File: src/rtl/matmul_sequencer.sv
// rtl/matmul_sequencer.sv - sequences C = A x B over single-port A/B read and C write memories
module matmul_sequencer #(
    parameter int ROW   = 2,
    parameter int INNER = 2,
    parameter int COL   = 2,
    parameter int AW    = 4,
    parameter int ACC_W = 18
) (
    input  logic             clk,
    input  logic             rst,
    input  logic             start,
    output logic             read_A,
    output logic [AW-1:0]    read_address_A,
    input  logic [7:0]       data_A,
    output logic             read_B,
    output logic [AW-1:0]    read_address_B,
    input  logic [7:0]       data_B,
    output logic             write_C,
    output logic [AW-1:0]    write_address_C,
    output logic [ACC_W-1:0] write_value_C,
    output logic             busy,
    output logic             done
);

    typedef enum logic [2:0] {
        S_IDLE,
        S_FETCH,
        S_MAC,
        S_WRITE,
        S_DONE
    } state_t;

    localparam logic [AW-1:0] LP_INNER = AW'(INNER);
    localparam logic [AW-1:0] LP_COL   = AW'(COL);

    state_t             r_state;
    state_t             w_next;
    logic [AW-1:0]      r_i;
    logic [AW-1:0]      r_j;
    logic [AW-1:0]      r_k;
    logic [ACC_W-1:0]   r_acc;
    logic [AW-1:0]      r_addr_a;
    logic [AW-1:0]      r_addr_b;
    logic [AW-1:0]      r_addr_c;
    logic [ACC_W-1:0]   r_val_c;

    logic [AW-1:0]      w_addr_a;
    logic [AW-1:0]      w_addr_b;
    logic [AW-1:0]      w_addr_c;
    logic [15:0]        w_prod;
    logic               w_last_k;
    logic               w_last_j;
    logic               w_last_i;

    assign w_addr_a = r_i * LP_INNER + r_k;
    assign w_addr_b = r_k * LP_COL + r_j;
    assign w_addr_c = r_i * LP_COL + r_j;
    assign w_prod   = data_A * data_B;
    assign w_last_k = (r_k == AW'(INNER - 1));
    assign w_last_j = (r_j == AW'(COL - 1));
    assign w_last_i = (r_i == AW'(ROW - 1));

    // State register
    always_ff @(posedge clk or posedge rst) begin
        if (rst) begin
            r_state <= S_IDLE;
        end else begin
            r_state <= w_next;
        end
    end

    // Next-state decode and strobes; addresses/data show live values only while strobed
    always_comb begin
        w_next          = r_state;
        read_A          = 1'b0;
        read_B          = 1'b0;
        write_C         = 1'b0;
        busy            = 1'b0;
        done            = 1'b0;
        read_address_A  = r_addr_a;
        read_address_B  = r_addr_b;
        write_address_C = r_addr_c;
        write_value_C   = r_val_c;
        case (r_state)
            S_IDLE: begin
                if (start) begin
                    w_next = S_FETCH;
                end
            end
            S_FETCH: begin
                read_A         = 1'b1;
                read_B         = 1'b1;
                busy           = 1'b1;
                read_address_A = w_addr_a;
                read_address_B = w_addr_b;
                w_next         = S_MAC;
            end
            S_MAC: begin
                busy   = 1'b1;
                w_next = w_last_k ? S_WRITE : S_FETCH;
            end
            S_WRITE: begin
                write_C         = 1'b1;
                busy            = 1'b1;
                write_address_C = w_addr_c;
                write_value_C   = r_acc;
                w_next          = (w_last_i && w_last_j) ? S_DONE : S_FETCH;
            end
            S_DONE: begin
                done   = 1'b1;
                w_next = S_IDLE;
            end
            default: begin
                w_next = S_IDLE;
            end
        endcase
    end

    // Loop indices, accumulator and held copies of the last driven address/data
    always_ff @(posedge clk or posedge rst) begin
        if (rst) begin
            r_i      <= '0;
            r_j      <= '0;
            r_k      <= '0;
            r_acc    <= '0;
            r_addr_a <= '0;
            r_addr_b <= '0;
            r_addr_c <= '0;
            r_val_c  <= '0;
        end else begin
            case (r_state)
                S_IDLE: begin
                    if (start) begin
                        r_i   <= '0;
                        r_j   <= '0;
                        r_k   <= '0;
                        r_acc <= '0;
                    end
                end
                S_FETCH: begin
                    r_addr_a <= w_addr_a;
                    r_addr_b <= w_addr_b;
                end
                S_MAC: begin
                    r_acc <= r_acc + {{(ACC_W - 16){1'b0}}, w_prod};
                    if (!w_last_k) begin
                        r_k <= r_k + 1'b1;
                    end
                end
                S_WRITE: begin
                    r_addr_c <= w_addr_c;
                    r_val_c  <= r_acc;
                    r_k      <= '0;
                    r_acc    <= '0;
                    if (w_last_j) begin
                        r_j <= '0;
                        r_i <= r_i + 1'b1;
                    end else begin
                        r_j <= r_j + 1'b1;
                    end
                end
                default: begin
                end
            endcase
        end
    end

endmodule

File: config.mk
export PLATFORM = sky130hd
export DESIGN_NAME = matmul_sequencer
export DESIGN_NICKNAME = d
export VERILOG_FILES = /design/src/rtl/matmul_sequencer.sv
export SDC_FILE = /design/constraint.sdc
export NUM_CORES = 1
export LEC_CHECK = 0
export ABC_AREA = 0
export CORE_MARGIN = 4
export CORE_UTILIZATION = 45
export CTS_CLUSTER_DIAMETER = 60
export DETAILED_ROUTE_END_ITERATION = 8
export PLACE_DENSITY_LB_ADDON = 0.15
export SYNTH_ARGS = -nofsm -noshare
export SYNTH_HDL_FRONTEND = slang
export SYNTH_SLANG_ARGS = --single-unit
File: constraint.sdc
create_clock -name clk -period 10.25 [get_ports clk]
set_input_delay 1.5375 -clock clk [delete_from_list [all_inputs] [get_ports clk]]
set_output_delay 1.5375 -clock clk [all_outputs]
set_load 0.005 [all_outputs]
# Word-level counts from Yosys, hierarchy flattened
# Index checks and enable logic that the tools add are counted.
[word_totals]
ram_bits = 0
latch_bits = 0
out_inout_bits = 35
elab_cells = 57
input_bits = 19
rom_bits = 0
ff_bits = 63
n_memories = 0
[classes]
n_bitwise = 0
muxes = 21
order_cmp = 0
n_addsub = 7
reduce_logical = 9
n_div = 0
n_eq_ne = 10
n_shift = 0
n_mul = 1
[ops]
columns = ["op", "count"]
rows = [
  ["18-bit case mux with 3 select lines", 1],
  ["18-bit two-way mux", 2],
  ["4-bit two-way mux", 7],
  ["18-bit by 16-bit adder with 18-bit output", 1],
  ["8-bit by 8-bit multiplier with 16-bit output", 1],
  ["4-bit case mux with 2 select lines", 2],
  ["4-bit by 1-bit adder with 4-bit output (second input constant)", 3],
  ["4-bit adder", 3],
  ["4-bit by 1-bit equality test with 1-bit output (second input constant)", 3],
  ["3-bit case mux with 4 select lines", 1],
  ["4-bit case mux with 3 select lines", 1],
  ["3-bit by 2-bit equality test with 1-bit output (second input constant)", 2],
  ["3-bit two-way mux", 2],
  ["2-bit inequality test (second input constant)", 3],
  ["3-bit AND reduction", 2],
  ["1-bit two-way mux", 4],
  ["2-bit AND reduction", 2],
  ["3-bit by 1-bit equality test with 1-bit output (second input constant)", 1],
  ["3-bit equality test (second input constant)", 1],
  ["3-bit logical NOT", 1],
  ["3-bit nonzero test", 1],
  ["3-bit OR reduction", 1],
  ["2-bit two-way mux", 1],
  ["2-bit nonzero test", 1],
  ["1-bit logical AND", 1],
]

# Longest topological paths before layout
[logic_depth]
depth_word = 4
mapped_depth = 18
depth_no_buf = 17

# Worst setup path before layout
# OpenSTA, ideal clock, no wires.
[synth_path]
kind = "in2reg"
start = "in data_B[1]"
end = "reg r_acc[13]"
path_buffers = 1
arrival_time_ns = 5.476
path_stages = 16
setup_slack_ns = 4.652
required_ns = 10.128
setup_ns = 0.122
path_cell_list = "clkbuf_1 > nand2_1 > fa_1 > inv_1 > fa_1 > inv_1 > fa_1 > fa_1 > inv_1 > ha_1 > o21a_1 > o31a_4 > o2111ai_2 > a21oi_1 > or3_1 > a32o_1"
[synth_via]
elab_chain_len = 3
[synth_rtl]
columns = ["element", "line", "text"]
rows = [
  ["from (decl)", "17", "input logic [7:0] data_B,"],
  ["8-bit by 8-bit multiplier with 16-bit output", "58", "assign w_prod = data_A * data_B;"],
  ["18-bit by 16-bit adder with 18-bit output", "145", "r_acc <= r_acc + {{(ACC_W - 16){1'b0}}, w_prod};"],
  ["18-bit case mux with 3 select lines", "131", "case (r_state)"],
  ["to (signal assigned)", "145", ""],
  ["to (decl)", "41", "logic [ACC_W-1:0] r_acc;"],
]
# No other way between the ends.
# A chain may end at the register's enable or synchronous reset.

# Final worst setup path
[layout_path]
start = "in data_A[1]"
end = "reg r_acc[17]"
[layout_via]
elab_chain_len = 3
[layout_rtl]
columns = ["element", "line", "text"]
rows = [
  ["from (decl)", "14", "input logic [7:0] data_A,"],
  ["8-bit by 8-bit multiplier with 16-bit output", "58", ""],
  ["18-bit by 16-bit adder with 18-bit output", "145", ""],
  ["18-bit case mux with 3 select lines", "131", ""],
]
# No other way between the ends.

==> summary.txt <==
Outcome: finished, final reports clean
PwrDens: 299.6 nW/um^2
Highest Clock Rate: 164.8 MHz
Standard cell core area: 11610 um^2
Stage delay of the slowest cell on the critical path: 0.57 ns
Synthesis-stage register bit count: 63
Num CTS Buffers: 9
Path type of the worst setup path: input pin to flop
Fill cell total of the finished layout: 1087
Placement row count: 39
EDFF count, synth: 0
Tightest Pin Transition: 0.9338 ns
Met1 demand-to-capacity share in global routing: 24.81%
DR iter-0 viols: 221
Path category of the worst min-delay check: flop to flop
Antenna violations before repair: 0
Leakage power total: 0.003181 uW
Buffer depth of the longest clock path: 2
Internal power: 1043 uW
Global-route wire length before repair: 20.33 mm
Yosys warns: 0
Crit path top cell by count: fa_1
Nature of the critical path startpoint: input pin
Clock input transition at the sequential cells of the worst setup and hold paths: 0.05 ns
Most common cell after layout, fill and taps aside: inv_1
Antenna Violating Nets Remaining: 0
Clock Root Buffer: clkbuf_16
CTS H-tree lvls: 3
Sequential group share of total power: 20.6%
Gate Count Post-Synth: 596
Detail-routed net length per standard cell: 14.63 um
Net count after synthesis: 717
Post-DP HPWL: 9.312 mm
Power share of the combinational group: 64.4%
CTS tree: built
Gr usage total: 17.84%
# diodes: 0
Post_cts resized: 0
Max_slew headroom: 37.52%
Register area share after synthesis: 29.12%
Skew final: 0.007742 ns
Most frequent cells in the layout: inv_1, nand2_1, dfrtp_1, fa_1, clkdlybuf4s50_1
Die Outline Area: 13850 um^2
Setup TNS Final: 0 ns
Via count of the routed design: 4078
Met3 layer usage reported by global route: 3.700%
Number of global-route vias before repair: 4139
Port Buf Inserts: 53
Category of the worst setup path capture point: flop
Setup Fix Bufs, Post-CTS: 0
Final number of max-transition violations: 0
Count of boundary I/O pins: 54
Placer Congestion: 0.8572
Most instantiated flip-flop cell in the synthesis netlist: dfrtp_1
RSZ-0062 raised after global routing: no
Final setup violation count: 0
Switching power: 856.7 uW
Data arrival at the endpoint of the critical path: 6.25 ns
Average via count per standard cell: 5.142
Switching Fraction: 45.10%
Share of final-layout standard cells stronger than drive strength 1: 4.615%
Async set or reset register ratio after synthesis: 100.0%
Maximum number of pins on one net before global-route repair: 64
Mux share of post-synthesis cell area: 0%
Layer with the highest usage after global routing: met2
DRC viols: 0
Series of cell instances along the critical path: clkdlybuf4s50_1, and2_1, fa_1, fa_1, fa_1, inv_1, fa_1, inv_1, ha_1, or2_2, and4bb_2, o21ai_0, a21oi_1, o41ai_2, o41ai_2
Total congestion overflow: 0
Synthesized-area fraction occupied by adder cells: 30.92%
Worst Slack Setup Final: 4.184 ns
Xor and xnor fraction of the mapped netlist area: 2.912%
Number of maximum-capacitance constraint violations: 0
Setup WS pre-CTS: 3.874 ns
Synth Area in Compound Gates: 10.54%
Global-route met2 utilization: 28.96%
Share of power burned in the clock network: 15.0%
Final-report hold violation count: 0
Height of the die: 117.7 um
Maximum ir drop on the vdd rail: 0.0001823 V
Die span in x: 117.7 um
Required arrival time at the worst endpoint: 10.43 ns
Largest driver fanout on the critical path: 8
Simple-gate portion of the synthesized area: 17.29%
Total wirelength of the detailed-routed design: 11.60 mm
Hold buffer count at CTS: 0
1st-pass router iterations: 4
Clock latency at the later pin of the worst-skew pair: 0.33 ns
Synthesized area: 5414 um^2
Combinational family with the most area after synthesis: adder cells
Period utilization: 59.18%
Average cell area after synthesis: 9.084 um^2
Net count, final: 767
Critical-path cell with the highest stage delay: clkdlybuf4s50_1
Starting density of the core: 46.62%
Number of clock sinks seen by CTS: 63
Area growth syn-to-layout: 17.10%
Synth cell types: 49
Min Tclk post-route: 6.066 ns
==> through the flow <==
stage / hold WS, ns / instances / cell area [um^2] / utilization, % / power, uW
3_5_place_dp: 0.4574 / 778 / 6056 / 52.14 / 1630
4_1_cts: 0.4701 / 793 / 6340 / 54.59 / 1926
6_report: 0.4636 / 793 / 6340 / 54.59 / 1899
2_1_floorplan: 0.4617 / 596 / 5414 / - / 1271
5_1_grt: 0.4874 / 793 / 6340 / 54.59 / 2116
3_3_place_gp: 0.4517 / 778 / 6056 / 52.14 / 1608
==> synth_stat cells, types with 2 or more instances <==
cell	number	area [um^2]
o22ai_1	6	37.54
or2_2	3	18.77
o21ai_1	2	10.01
and2_1	39	244.0
a21oi_1	11	55.05
a21o_1	5	37.54
and3_1	3	18.77
nor2_1	18	67.56
a32o_1	2	20.02
buf_6	2	22.52
nand4_1	3	18.77
nand3_1	8	40.04
o41ai_1	2	17.52
dfrtp_1	63	1577
xor2_1	5	43.79
clkbuf_1	12	45.04
o21bai_1	2	15.01
buf_4	2	15.01
fa_1	53	1061
a221oi_1	2	17.52
o41ai_2	2	32.53
nand3b_1	2	15.01
nor3_1	5	25.02
ha_1	49	613.1
o21ai_0	36	180.2
o21a_1	4	30.03
inv_1	110	412.9
or3_1	3	18.77
a211oi_1	2	15.01
xnor2_1	13	113.9
nand2_1	108	405.4
o31ai_1	2	15.01
==> sequential cells by signal, indices dropped and copies added, names as in the netlist <==
signal,count
r_k,4
r_acc,18
r_j,4
r_addr_b,4
r_val_c,18
r_addr_a,4
r_i,4
r_addr_c,4
r_state,3
==> power groups by stage <==
| stage | logic, uW | clock network [uW] | registers (uW) |
|---|---|---|---|
| detailed placement | 1230 | 0 | 395 |
| finish | 1220 | 285 | 391 |
| floorplan | 897 | 0 | 374 |
| global route | 1410 | 303 | 402 |
| global placement | 1220 | 0 | 391 |
| CTS | 1240 | 291 | 392 |
==> final timing paths <==
kind	from	endpoint	slack, ns	cells past startpoint
hold / removal	r_addr_c[1]	r_addr_c[1]	0.46	2
max in group asynchronous	rst	r_acc[10]	7.95	3
hold reg to reg	r_addr_c[1]	r_addr_c[1]	0.46	2
setup / recovery	data_A[1]	r_acc[17]	4.18	15
setup reg to reg	r_acc[6]	r_acc[17]	5.79	15
min in group asynchronous	rst	r_val_c[3]	1.75	3
==> cells by family (layout without fill, tap and decap cells) <==
family / after synthesis / count (layout)
AO/OA/AOI/OAI: 87 / 87
XOR/XNOR: 18 / 18
adder cells (fa/ha/maj): 102 / 102
buffers and inverters: 127 / 181
flip-flops: 63 / 63
AND/OR/NAND/NOR: 199 / 199
==> metal layers <==
layer	wire length [um]	vias to the layer above
met1	5489	2000
met2	5581	75
met5	0	-
met3	419	15
met4	112	0
li1	-	1988
==> critical path: cells and delay by family <==
kind	cells	cell delay, ns
compound gates	4	0.79
fa+ha+maj	5	2.41
buf+inv	3	0.66
simple gates	3	0.85
==> layout make-up <==
class / instances / area, um^2 / share of cell area [%]
timing repair buffer: 55 / 545.5 / 8.605
multi-input combinational: 406 / 3338 / 52.65
clock buffer: 12 / 266.5 / 4.204
sequential: 63 / 1577 / 24.87
tap: 143 / 178.9 / 2.822
inverter: 111 / 416.7 / 6.572
clock inverter: 3 / 17.52 / 0.2763
(Power assumes the default switching activity.)
